===== src/rtl/button_debouncer.sv =====
// Per-button synchronizer, debounce FSM and auto-repeat timer.
// Outputs are a registered debounced level plus single-cycle press, release
// and repeat strobes. No combinational path exists from btn_in to any output.
module button_debouncer #(
    parameter int unsigned CLK_FREQ_MHZ    = 100,
    parameter int unsigned NUM_BTN         = 5,
    parameter int unsigned DEBOUNCE_US     = 20000,
    parameter int unsigned REPEAT_DELAY_US = 500000,
    parameter int unsigned REPEAT_RATE_US  = 100000
) (
    input  logic               clk,
    input  logic               rst_n,
    input  logic [NUM_BTN-1:0] btn_in,
    output logic [NUM_BTN-1:0] btn_level,
    output logic [NUM_BTN-1:0] btn_press,
    output logic [NUM_BTN-1:0] btn_release,
    output logic [NUM_BTN-1:0] btn_repeat
);

    localparam int unsigned DEB_CYC  = DEBOUNCE_US * CLK_FREQ_MHZ;
    localparam int unsigned RDLY_CYC = REPEAT_DELAY_US * CLK_FREQ_MHZ;
    localparam int unsigned RPT_CYC  = REPEAT_RATE_US * CLK_FREQ_MHZ;
    localparam int unsigned RPT_MAX  = (RDLY_CYC > RPT_CYC) ? RDLY_CYC : RPT_CYC;
    localparam int unsigned CNT_W    = ($clog2(DEB_CYC + 1) > 0) ? $clog2(DEB_CYC + 1) : 1;
    localparam int unsigned RPT_W    = ($clog2(RPT_MAX + 1) > 0) ? $clog2(RPT_MAX + 1) : 1;
    localparam bit          REPEAT_EN = (REPEAT_DELAY_US != 0);

    // Terminal counts: a count of N cycles ends when the counter holds N-1.
    localparam logic [CNT_W-1:0] DEB_LAST  = CNT_W'(DEB_CYC - 1);
    localparam logic [RPT_W-1:0] RDLY_LAST = RPT_W'(RDLY_CYC - 1);
    localparam logic [RPT_W-1:0] RPT_LAST  = RPT_W'(RPT_CYC - 1);

    typedef enum logic [1:0] {
        StReleased,
        StPressPend,
        StPressed,
        StReleasePend
    } state_e;

    logic [NUM_BTN-1:0] sync1_q, sync1_d;
    logic [NUM_BTN-1:0] sync2_q, sync2_d;
    logic [NUM_BTN-1:0] level_q, level_d;
    logic [NUM_BTN-1:0] press_q, press_d;
    logic [NUM_BTN-1:0] release_q, release_d;
    logic [NUM_BTN-1:0] repeat_q, repeat_d;
    // Set while waiting for the first repeat (long delay), cleared afterwards.
    logic [NUM_BTN-1:0] first_q, first_d;

    state_e           state_q [NUM_BTN];
    state_e           state_d [NUM_BTN];
    logic [CNT_W-1:0] cnt_q   [NUM_BTN];
    logic [CNT_W-1:0] cnt_d   [NUM_BTN];
    logic [RPT_W-1:0] rpt_q   [NUM_BTN];
    logic [RPT_W-1:0] rpt_d   [NUM_BTN];

    // Two-stage synchronizer input chain.
    always_comb begin
        sync1_d = btn_in;
        sync2_d = sync1_q;
    end

    // Debounce FSM and repeat timer next-state, one independent lane per button.
    always_comb begin
        state_d   = state_q;
        cnt_d     = cnt_q;
        rpt_d     = rpt_q;
        first_d   = first_q;
        level_d   = level_q;
        press_d   = '0;
        release_d = '0;
        repeat_d  = '0;
        for (int unsigned i = 0; i < NUM_BTN; i++) begin
            unique case (state_q[i])
                StReleased: begin
                    if (sync2_q[i]) begin
                        state_d[i] = StPressPend;
                        cnt_d[i]   = '0;
                    end
                end
                StPressPend: begin
                    if (!sync2_q[i]) begin
                        state_d[i] = StReleased;
                    end else if (cnt_q[i] == DEB_LAST) begin
                        state_d[i] = StPressed;
                        level_d[i] = 1'b1;
                        press_d[i] = 1'b1;
                        rpt_d[i]   = '0;
                        first_d[i] = 1'b1;
                    end else begin
                        cnt_d[i] = cnt_q[i] + CNT_W'(1);
                    end
                end
                StPressed: begin
                    if (!sync2_q[i]) begin
                        state_d[i] = StReleasePend;
                        cnt_d[i]   = '0;
                    end else if (REPEAT_EN) begin
                        if (rpt_q[i] == (first_q[i] ? RDLY_LAST : RPT_LAST)) begin
                            repeat_d[i] = 1'b1;
                            rpt_d[i]    = '0;
                            first_d[i]  = 1'b0;
                        end else begin
                            rpt_d[i] = rpt_q[i] + RPT_W'(1);
                        end
                    end
                end
                StReleasePend: begin
                    // Repeat timer stays frozen here; it resumes on a bounce back.
                    if (sync2_q[i]) begin
                        state_d[i] = StPressed;
                    end else if (cnt_q[i] == DEB_LAST) begin
                        state_d[i]   = StReleased;
                        level_d[i]   = 1'b0;
                        release_d[i] = 1'b1;
                    end else begin
                        cnt_d[i] = cnt_q[i] + CNT_W'(1);
                    end
                end
                default: begin
                    state_d[i] = StReleased;
                end
            endcase
        end
    end

    // State registers; reset abandons any pending event without a strobe.
    always_ff @(posedge clk or negedge rst_n) begin
        if (!rst_n) begin
            sync1_q   <= '0;
            sync2_q   <= '0;
            level_q   <= '0;
            press_q   <= '0;
            release_q <= '0;
            repeat_q  <= '0;
            first_q   <= '0;
            for (int unsigned i = 0; i < NUM_BTN; i++) begin
                state_q[i] <= StReleased;
                cnt_q[i]   <= '0;
                rpt_q[i]   <= '0;
            end
        end else begin
            sync1_q   <= sync1_d;
            sync2_q   <= sync2_d;
            level_q   <= level_d;
            press_q   <= press_d;
            release_q <= release_d;
            repeat_q  <= repeat_d;
            first_q   <= first_d;
            state_q   <= state_d;
            cnt_q     <= cnt_d;
            rpt_q     <= rpt_d;
        end
    end

    assign btn_level   = level_q;
    assign btn_press   = press_q;
    assign btn_release = release_q;
    assign btn_repeat  = repeat_q;

endmodule


===== config.mk =====
export PLATFORM = sky130hd
export DESIGN_NAME = button_debouncer
export DESIGN_NICKNAME = d
export VERILOG_FILES = /design/src/rtl/button_debouncer.sv
export SDC_FILE = /design/constraint.sdc
export NUM_CORES = 1
export LEC_CHECK = 0
export CORE_MARGIN = 2
export CORE_UTILIZATION = 40
export DETAILED_ROUTE_END_ITERATION = 8
export DONT_BUFFER_PORTS = 1
export SLEW_MARGIN = 40
export SYNTH_ARGS = -nofsm -noshare
export SYNTH_HDL_FRONTEND = slang
export SYNTH_SLANG_ARGS = --single-unit

===== constraint.sdc =====
create_clock -name clk -period 3.3 [get_ports clk]
set_input_delay 0.495 -clock clk [delete_from_list [all_inputs] [get_ports clk]]
set_output_delay 0.495 -clock clk [all_outputs]
set_load 0.02 [all_outputs]

## After elaboration in Yosys (flattened, before gate mapping)

Cells that the tools add are included.

- Muxes and demuxes: 175
- $add $sub $neg: 10
- Reduce and logical (&&, ||, !) cells: 40
- Eq/ne operators: 75

Operator list:

| operator | number |
|---|---|
| two-way mux 26 bit | 25 |
| two-way mux 21 bit | 25 |
| one-hot mux 21 bit (4 select lines) | 5 |
| one-hot mux 26 bit (2 select lines) | 5 |
| adder 26 x 1 -> 26 bit (second input constant) | 5 |
| equality test 26 bit | 5 |
| adder 21 x 1 -> 21 bit (second input constant) | 5 |
| equality test 21 bit (second input constant) | 5 |
| != test 2 bit (second input constant) | 40 |
| two-way mux 1 bit | 70 |
| two-way mux 2 bit | 30 |
| AND reduction 4 bit | 15 |
| AND reduction 5 bit | 10 |
| one-hot mux 2 bit (4 select lines) | 5 |
| != test 3 bit (second input constant) | 10 |
| equality test 2 bit (second input constant) | 10 |
| one-hot mux 1 bit (2 select lines) | 10 |
| nonzero test 2 bit | 10 |
| equality test 2 x 1 -> 1 bit (second input constant) | 5 |
| logical NOT 2 bit | 5 |

- Output and inout port bits: 20
- Bits of input ports: 7
- Register bits: 280

## Longest topological paths before layout

Gate-level depths: netlist of the first run.

- Word-level depth: 5
- Mapped depth: 9

## Worst setup path before layout of the first run

Ideal clock, no wire load.

- Path type: flip-flop to flip-flop
- From: register rpt_q[89] (netlist bit)
- To: register rpt_q[85] (netlist bit)
- Buffers on the path: 2
- Data required time: 3.181 ns
- Setup slack: 0.843 ns
- Stages on the path, launching flop included: 8
- Data arrival time: 2.338 ns
- Library setup time: 0.119 ns
- Period minus slack after synthesis: 2.457 ns
- Cells stage by stage: dfrtp_1 or4_1 or4b_4 a2111oi_4 buf_6 buf_6 nor3_1 o21a_1

- Word-level cells in the longest chain between the ends: 4

RTL lines:

| what | RTL line | RTL |
|---|---|---|
| start, declared | 53 | `logic [RPT_W-1:0] rpt_q [NUM_BTN];` |
| start signal, assigned | 151 | `rpt_q <= rpt_d;` |
| equality test 26 bit | 98 | `if (rpt_q[i] == (first_q[i] ? RDLY_LAST : RPT_LAST)) begin` |
| two-way mux 26 bit | 98 |  |
| two-way mux 26 bit | 94 | `if (!sync2_q[i]) begin` |
| one-hot mux 26 bit (2 select lines) | 73 | `unique case (state_q[i])` |

Every way passes these cells. The select of a mux whose other input is x is not followed.
A chain may end at the register's enable or synchronous reset.

## Final worst setup path of the first run

- From: register rpt_q[37] (netlist bit)
- To: register rpt_q[51] (netlist bit)

- Word-level cells in the longest chain between the ends: 4
- Elaborated cells on any way between the ends: 5
- Classes of those cells: 1 x add/sub; 1 x eq/ne; 3 x mux

RTL lines:

| what | RTL line |
|---|---|
| adder 26 x 1 -> 26 bit or equality test 26 bit (tied branches) | 103, 98 |
| two-way mux 26 bit (*) | 98 |
| two-way mux 26 bit (*) | 94 |
| one-hot mux 26 bit (2 select lines) (*) | 73 |

Every way passes the cells marked *; elsewhere a longest branch is shown, timed or not. The select of a mux whose other input is x is not followed.

==> results of run 1 <==
[worst paths after layout]
path                              end  slack [ns]
min                         cnt_q[59]       -0.34
min in group clk           sync2_q[1]        0.35
max                         rpt_q[51]        0.47
min reg2reg                sync2_q[1]        0.35
max reg2reg                 rpt_q[51]        0.47
max in group asynchronous   rpt_q[84]        3.03
[critical path: cells and delay by family, from the launching register on]
kind | cells | cell delay (ns)
AOI/OAI and AO/OA | 2 | 0.61
buffers and inverters | 1 | 0.36
and+or+nand+nor | 3 | 1.29
DFF | 1 | 0.43
[metal layers]
metal | share of wire | vias up
met3 | 0.041 | 41
li1 | - | 6825
met5 | 0 | -
met4 | 0.017 | 0
met1 | 0.48 | 6893
met2 | 0.46 | 256
[area by class of cell]
type                            instances  area share
Multi-Input combinational cell       1362      0.4754
Sequential cell                       280      0.3944
Clock buffer                           56     0.06065
Tap cell                              525     0.03698
Timing Repair Buffer                   46     0.02000
Inverter                               48     0.01014
Clock inverter                          8    0.002395
[flip-flops by register name, indices dropped and copies added (netlist names), named ones only]
register     count
sync2_q          5
rpt_q          130
first_q          5
btn_level        5
sync1_q          5
btn_repeat       5
cnt_q          105
state_q          5
btn_press        5
btn_release      5
[per-stage QoR]
stage	area [um^2]	utilization	total power [mW]	cells
6_report	17760	0.4481	7.482	2325
5_1_grt	17760	0.4481	7.791	2325
4_1_cts	17750	0.4478	7.602	2324
3_5_place_dp	16580	0.4183	3.781	2255
3_3_place_gp	16560	0.4178	3.774	2255
2_1_floorplan	16000	-	3.726	1791
[kinds of logic after synthesis]
group	Yosys count
compound gates	444
xor+xnor	30
fa+ha+maj	10
simple gates	862
mux	16
buf+inv	149
flops	280
[cells in the mapped netlist, drive strengths merged (44+ instances only)]
cell type,count
a21oi,78
nand4,65
nor2,86
dfrtp,280
nand3,119
inv,48
nand2,194
and3,53
a31oi,44
or4,52
o21ai,107
clkbuf,88
nor3,59
[report_power, final]
group / internal (mW) / leakage (nW) / switching, mW
Sequential: 3.48 / 3.87 / 0.0702
Clock: 2.24 / 0.554 / 1.52
Combinational: 0.0711 / 2.49 / 0.0998
Total: 5.79 / 6.91 / 1.69
==> results.py, run 1 <==
metrics = {
    "floorplan": {
        "placementRows": 73,
        "core-area_um2": 39640,
        "start_util": 0.4036,
        "ios": 27,
        "die_h_um": 204,
        "dieArea_um2": 41620,
        "die_x_um": 204,
    },
    "place": {
        "place.gp.congestion": 0.8523,
        "post-place-ws_ns": 0.5189,
        "dp_hpwl_um": 24820,
        "port_buffers": 0,
    },
    "layout": {
        "multi_input_area_um2": 8444,
        "num_antenna_cells": 0,
        "fillCellCount": 3849,
        "area_growth_pct": 11.02,
        "drive_gt1_frac": 0.08056,
        "layout_commonest_cell": "dfrtp_1",
        "num-nets-final": 1791,
        "layout_common_cells": "280 x dfrtp_1, 193 x nand2_1, 119 x nand3_1",
        "regArea_um2": 7007,
    },
    "worst_setup_path": {
        "rr_startpoint": "rpt_q[37]",
        "slowest_delay_ns": 0.56,
        "end_kind": "flip-flop",
        "cp_data_required_time_ns": 3.70,
        "crit_path_start_kind": "flip-flop",
        "cpMaxStageDelayCell": "or4_1",
        "path_max_fanout": 17,
        "critPathKind": "reg2reg",
        "worstRegToRegCells": 6,
        "startpoint": "rpt_q[37]",
        "critPathArrivalTime_ns": 3.23,
        "cp_cell_sequence": "or4_1 -> nor4b_1 -> o2111ai_2 -> buf_4 -> or4b_2 -> o221ai_1",
    },
    "detailed_routing": {
        "first_iter_violations": 1018,
        "detail_route.vias_per_cell": 6.028,
        "drc_errors": 0,
        "wirelength_um": 38330,
        "dr.pass1.iters": 5,
        "via_count": 14015,
        "wire_per_inst_um": 16.49,
        "ant_nets": 0,
    },
    "clocking": {
        "h-tree-depth": 2,
        "clk_pin_slew_ns": 0.06,
        "cts-root-buf": "clkbuf_16",
        "cts.path.max_buffers": 3,
        "clock_latency_ns": 0.53,
        "cts_sinks": 280,
        "cts_setup_buffers": 0,
        "cts_made_buffers": 36,
        "tritoncts": "done",
        "cts_hold_buf": 5,
        "cts_resized": 0,
    },
    "grt": {
        "grt_pass1_wl_um": 66650,
        "grtUsageMet1": 0.2650,
        "grtUsageTotal": 0.1892,
        "busiest_layer": "met2",
        "grt_max_degree": 281,
        "grt_pass1_vias": 13385,
        "use_met3": 0.03013,
        "grt_overflow": 0,
        "met2_usage": 0.3022,
        "antenna_found_initial": 0,
    },
    "flow_run": {
        "drv_cap": 0,
    },
    "yosys": {
        "synth_flop_cell": "dfrtp_1",
        "synth_area_per_cell_um2": 8.934,
        "ys_warn_count": 0,
        "synth-adder-area-share": 0.007820,
        "seq_area_frac_synth": 0.4379,
        "synth-seq-cells": 280,
        "synthXorXnorAreaFrac": 0.01642,
        "async_reset_ff_frac": 1.000,
        "netlist.area_leader.share": 0.4379,
        "synth_top_area_cell": "dfrtp_1",
        "synth_fp_nets": 1808,
        "netlist_instances": 1791,
        "synth-simple-area-share": 0.3024,
        "synth_top_family_by_area": "simple AND/OR/NAND/NOR gates",
        "synth-compound-area-share": 0.1877,
        "synth.area.top_cells": "dfrtp_1 44%, nand2_1 4.5%, nand3_1 3.7%, o21ai_0 3.2%, nand4_1 2.5%",
        "synth_edf_count": 0,
        "muxShareOfSynthArea": 0.01048,
        "ys_types": 84,
        "syn_area_um2": 16000,
    },
    "sta": {
        "relSlewSlack": 0.4913,
        "layout_min_cycle_time_ns": 2.829,
        "grt_setup_unrepaired": "no",
        "setup_viol": 0,
        "worst_pin_slew_ns": 0.7595,
        "tns_ns": 0,
        "hold_viol": 280,
        "setup_ws_ns": 0.4708,
        "fin_skew_ns": 0.01160,
        "post-route-period-util": 0.8573,
        "fmax_mhz": 353.5,
        "whs_ns": -0.3360,
        "drv_slew": 0,
    },
    "worst_hold_path": {
        "min_path_type": "in2async",
    },
    "power_and_ir_drop": {
        "p_leak_nw": 6.905,
        "vdd_drop_max_v": 0.0003007,
        "powerDensity_nw_per_um2": 421.2,
    },
    "outcome": {
        "status": "finished, violations left",
        "violations": "negative hold slack",
    },
}
Power figures use the tool's default switching activity.
==> inputs of run 2 (changes only) <==
--- a/config.mk
+++ b/config.mk
@@ -5,10 +5,13 @@
 export SDC_FILE = /design/constraint.sdc
 export NUM_CORES = 1
 export LEC_CHECK = 0
+export CELL_PAD_IN_SITES_DETAIL_PLACEMENT = 2
+export CELL_PAD_IN_SITES_GLOBAL_PLACEMENT = 2
 export CORE_MARGIN = 2
 export CORE_UTILIZATION = 40
 export DETAILED_ROUTE_END_ITERATION = 8
 export DONT_BUFFER_PORTS = 1
+export PLACE_DENSITY_LB_ADDON = 0.1
 export SLEW_MARGIN = 40
 export SYNTH_ARGS = -nofsm -noshare
 export SYNTH_HDL_FRONTEND = slang
==> run 2 against run 1 <==
Net effect: the run still ends with negative hold slack left; global-route usage increased by 5.0 points; sequential cell count unchanged; clock skew about the same; fmax about the same; clock power increased by 2%; via count increased by 3.7%; clock-buffer cell count decreased by 2; design area increased by 0.25%; highest routed layer unchanged.
==> results.py, run 2 (same netlist as run 1, synthesis figures left out) <==
metrics = {
    "sta": {
        "fmax_mhz": 353.1,
        "tns_ns": 0,
        "grt_setup_unrepaired": "no",
        "whs_ns": -0.3527,
        "setup_ws_ns": 0.4682,
        "worst_pin_slew_ns": 0.8210,
        "setup_viol": 0,
        "post-route-period-util": 0.8581,
        "layout_min_cycle_time_ns": 2.832,
        "fin_skew_ns": 0.01196,
        "hold_viol": 280,
        "drv_slew": 0,
        "relSlewSlack": 0.4509,
    },
    "detailed_routing": {
        "routed-wl-met2_um": 24340,
        "highest-signal-layer": "met4",
        "wl_met3_um": 1168,
        "ant_nets": 0,
        "wirelength_um": 48510,
        "drc_errors": 0,
        "wire_per_inst_um": 20.87,
        "detail_route.vias_per_cell": 6.255,
        "m1WireLength_um": 22100,
        "via_count": 14536,
        "first_iter_violations": 692,
        "dr.pass1.iters": 5,
    },
    "layout": {
        "largest_reg_flops": 130,
        "layout_commonest_cell": "dfrtp_1",
        "largest_registers": "rpt_q: 130 flops, cnt_q: 105 flops",
        "fillCellCount": 4328,
        "regMostFlops": "rpt_q",
        "layout_common_cells": "280 x dfrtp_1, 193 x nand2_1, 119 x nand3_1",
        "regArea_um2": 7007,
        "num_antenna_cells": 0,
        "drive_gt1_frac": 0.08060,
        "area_growth_pct": 11.30,
        "multi_input_area_um2": 8453,
        "num-nets-final": 1795,
        "fin_util": 0.4492,
    },
    "worst_setup_path": {
        "path_buf_inv": 1,
        "critPathKind": "reg2reg",
        "cp_data_required_time_ns": 3.70,
        "rr_startpoint": "rpt_q[37]",
        "crit_path_start_kind": "flip-flop",
        "cpMaxStageDelayCell": "or4_1",
        "path_delay_family": "simple AND/OR/NAND/NOR gates",
        "path_max_fanout": 16,
        "cp_cell_sequence": "or4_1 -> nor4b_1 -> o2111ai_2 -> buf_4 -> a41oi_1 -> a31oi_1",
        "critPathArrivalTime_ns": 3.23,
        "end_kind": "flip-flop",
        "startpoint": "rpt_q[37]",
        "slowest_delay_ns": 0.57,
    },
    "clocking": {
        "cts_setup_buffers": 0,
        "cts-root-buf": "clkbuf_16",
        "tritoncts": "done",
        "cts_sinks": 280,
        "cts.path.max_buffers": 3,
        "cts_resized": 0,
        "cts_hold_buf": 5,
        "clock_latency_ns": 0.54,
        "clk_pin_slew_ns": 0.06,
        "cts_made_buffers": 37,
        "h-tree-depth": 2,
    },
    "power_and_ir_drop": {
        "p_leak_nw": 6.912,
        "powerDensity_nw_per_um2": 426.7,
        "vdd_drop_max_v": 0.0002898,
        "power_mw": 7.598,
    },
    "floorplan": {
        "core-area_um2": 39640,
        "die_x_um": 204,
        "dieArea_um2": 41620,
        "die_h_um": 204,
        "start_util": 0.4036,
        "ios": 27,
        "placementRows": 73,
    },
    "place": {
        "post-place-ws_ns": 0.4658,
        "port_buffers": 0,
        "dp_hpwl_um": 31690,
        "place.gp.congestion": 0.7831,
    },
    "grt": {
        "grt_max_degree": 281,
        "grt_overflow": 0,
        "grtUsageTotal": 0.2390,
        "antenna_found_initial": 0,
        "grt_pass1_vias": 15928,
        "grt_pass1_wl_um": 82830,
    },
    "worst_hold_path": {
        "min_path_type": "in2async",
    },
    "flow_run": {
        "drv_cap": 0,
    },
    "outcome": {
        "violations": "negative hold slack",
        "status": "finished, violations left",
    },
}
-- run 2: final timing paths --
check                                  end  slack [ns]  cells past startpoint
min in group clk                sync2_q[3]        0.35                      0
max in group asynchronous        cnt_q[72]        2.98                      0
worst min-delay path             rpt_q[53]       -0.35                      0
worst min register to register  sync2_q[3]        0.35                      0
worst max-delay path             rpt_q[36]        0.47                      6
worst max register to register   rpt_q[36]        0.47                      6
-- run 2: where the power goes --
part | internal [mW] | leakage (nW) | switching [mW]
logic | 0.0722 | 2.50 | 0.114
registers | 3.48 | 3.87 | 0.0734
clock network | 2.29 | 0.548 | 1.57
total | 5.84 | 6.91 | 1.76
-- run 2: metal layers --
metal | global-route usage | vias to the layer above
li1 | - | 6817
met1 | 0.3064 | 7528
met2 | 0.4226 | 119
met3 | 0.03619 | 72
met4 | 0.05745 | 0
met5 | 0 | -
-- run 2: area by class of cell --
type	count	area share
clock buffer	54	0.05951
clock inverter	6	0.003443
inverter	48	0.01012
multi-input combinational	1362	0.4747
sequential	280	0.3935
tap	525	0.03689
timing repair buffer	49	0.02192
-- run 2: per-stage QoR --
stage               cell area (um^2)  hold WS, ns  std cells
finish                         17810      -0.3527       2324
global route                   17810      -0.3843       2324
CTS                            17800      -0.3834       2323
detailed placement             16630       0.2073       2258
global placement               16610       0.2064       2258
floorplan                      16000       0.1994       1791
==> inputs of run 3 (changes only) <==
--- a/config.mk
+++ b/config.mk
@@ -9,6 +9,7 @@
 export CELL_PAD_IN_SITES_GLOBAL_PLACEMENT = 2
 export CORE_MARGIN = 2
 export CORE_UTILIZATION = 40
+export CTS_BUF_LIST = sky130_fd_sc_hd__clkbuf_4 sky130_fd_sc_hd__clkbuf_8 sky130_fd_sc_hd__clkbuf_16
 export DETAILED_ROUTE_END_ITERATION = 8
 export DONT_BUFFER_PORTS = 1
 export PLACE_DENSITY_LB_ADDON = 0.1
==> run 3 against run 2 <==
Net effect: the run still ends with negative hold slack left; sequential cell count unchanged; hold slack worse by 0.0015 ns; final cell count unchanged; clock-buffer cell count is the same; critical path depth unchanged; clock skew fell by 0.00079 ns; routed wire length about the same; clock power increased by 2%; die area unchanged; utilization rose by 0.11 points; critical path type unchanged.
==> results.py, run 3 (same netlist as run 1, synthesis figures left out) <==
metrics = {
    "sta": {
        "hold_viol": 280,
        "post-route-period-util": 0.8598,
        "setup_viol": 0,
        "worst_pin_slew_ns": 0.8768,
        "fin_skew_ns": 0.01117,
        "layout_min_cycle_time_ns": 2.837,
        "tns_ns": 0,
        "grt_setup_unrepaired": "no",
        "drv_slew": 0,
        "fmax_mhz": 352.4,
        "whs_ns": -0.3542,
        "relSlewSlack": 0.4155,
    },
    "detailed_routing": {
        "detail_route.vias_per_cell": 6.270,
        "dr.pass1.iters": 4,
        "ant_nets": 0,
        "via_count": 14571,
        "first_iter_violations": 672,
        "drc_errors": 0,
        "wirelength_um": 48470,
        "wire_per_inst_um": 20.86,
    },
    "outcome": {
        "status": "finished, violations left",
        "violations": "negative hold slack",
    },
    "power_and_ir_drop": {
        "powerDensity_nw_per_um2": 430.2,
        "p_leak_nw": 6.947,
        "power_mw": 7.679,
        "vdd_drop_max_v": 0.0003334,
    },
    "worst_setup_path": {
        "worstRegToRegCells": 6,
        "slowest_delay_ns": 0.57,
        "end_kind": "flip-flop",
        "cp_data_required_time_ns": 3.70,
        "path_max_fanout": 16,
        "startpoint": "rpt_q[37]",
        "rrSetupSlack_ns": 0.46,
        "path_delay_family": "simple AND/OR/NAND/NOR gates",
        "cp_cell_sequence": "or4_1 -> nor4b_1 -> o2111ai_2 -> buf_4 -> or4b_2 -> o221ai_1",
        "rr_endpoint": "rpt_q[51]",
        "critPathArrivalTime_ns": 3.23,
        "path_buf_inv": 1,
        "cpMaxStageDelayCell": "or4_1",
        "rr_startpoint": "rpt_q[37]",
        "crit_path_start_kind": "flip-flop",
        "critPathKind": "reg2reg",
    },
    "layout": {
        "drive_gt1_frac": 0.08671,
        "layout_commonest_cell": "dfrtp_1",
        "fillCellCount": 4316,
        "layout_common_cells": "280 x dfrtp_1, 193 x nand2_1, 119 x nand3_1",
        "largest_registers": "rpt_q: 130 flops, cnt_q: 105 flops",
        "num_antenna_cells": 0,
        "num-nets-final": 1795,
        "largest_reg_flops": 130,
        "regMostFlops": "rpt_q",
        "area_growth_pct": 11.57,
    },
    "grt": {
        "antenna_found_initial": 0,
        "grt_pass1_vias": 15957,
        "grt_max_degree": 281,
        "grt_overflow": 0,
        "grtUsageTotal": 0.2387,
        "grt_pass1_wl_um": 82690,
    },
    "clocking": {
        "cts_sinks": 280,
        "clock_latency_ns": 0.54,
        "cts_made_buffers": 37,
        "cts_resized": 0,
        "cts-root-buf": "clkbuf_16",
        "h-tree-depth": 2,
        "clk_pin_slew_ns": 0.06,
        "cts_setup_buffers": 0,
        "tritoncts": "done",
        "cts.path.max_buffers": 3,
        "cts_hold_buf": 5,
    },
    "floorplan": {
        "core-area_um2": 39640,
        "dieArea_um2": 41620,
        "die_h_um": 204,
        "start_util": 0.4036,
        "placementRows": 73,
        "ios": 27,
        "die_x_um": 204,
    },
    "place": {
        "port_buffers": 0,
        "place.gp.congestion": 0.7831,
        "dp_hpwl_um": 31690,
    },
    "worst_hold_path": {
        "min_path_type": "in2async",
    },
    "flow_run": {
        "drv_cap": 0,
    },
}
-- run 3: changes by cell type in the layout (fill, tap and decap cells not counted) --
cell,before,now
clkbuf_1,10,0
nor4_1,39,38
nor4_2,1,2
clkbuf_4,0,10
-- run 3: cell type report --
| class | count | area, um^2 | share of cell area |
|---|---|---|---|
| Timing Repair Buffer | 49 | 390.4 | 0.02187 |
| Clock inverter | 6 | 61.31 | 0.003434 |
| Multi-Input combinational cell | 1362 | 8459 | 0.4739 |
| Sequential cell | 280 | 7007 | 0.3925 |
| Inverter | 48 | 180.2 | 0.01009 |
| Clock buffer | 54 | 1097 | 0.06147 |
| Tap cell | 525 | 656.9 | 0.03680 |
-- run 3: power breakdown --
part           internal, mW  total (mW)  leakage [nW]  switching, mW
logic                0.0722       0.186          2.50          0.114
registers              3.48        3.56          3.87         0.0733
clock network          2.37        3.94         0.582           1.57
total                  5.93        7.68          6.95           1.75
-- run 3: worst max-delay path by stage --
stage            endpoint  slack [ns]  cells after the start
2_1_floorplan   rpt_q[85]        0.84                      7
3_3_place_gp   rpt_q[112]        0.49                      6
3_5_place_dp    rpt_q[51]        0.47                      6
4_1_cts         rpt_q[36]        0.46                      6
5_1_grt         rpt_q[40]        0.23                      6
6_report        rpt_q[51]        0.46                      6
-- run 3: worst reg2reg max path: cells and delay by family, from the launching register on --
| kind | cells | cell delay (ns) |
|---|---|---|
| buffers and inverters | 1 | 0.36 |
| DFF | 1 | 0.44 |
| AOI/OAI and AO/OA | 2 | 0.60 |
| and+or+nand+nor | 3 | 1.29 |
-- run 3: stage by stage --
step	worst slack, ns	cells	hold slack, ns	util	area [um^2]
3_3_place_gp	0.4895	2258	0.2064	0.4190	16610
2_1_floorplan	0.8435	1791	0.1994	-	16000
3_5_place_dp	0.4658	2258	0.2073	0.4196	16630
4_1_cts	0.4562	2323	-0.3848	0.4501	17840
6_report	0.4627	2324	-0.3542	0.4504	17850
5_1_grt	0.2322	2324	-0.3801	0.4504	17850
-- run 3: per-layer routing --
metal,vias to the layer above,global-route usage,part of all wire
met1,7569,0.3047,0.45
met4,0,0.05875,0.020
li1,6812,-,-
met3,70,0.03428,0.022
met5,-,0,0
met2,120,0.4246,0.50
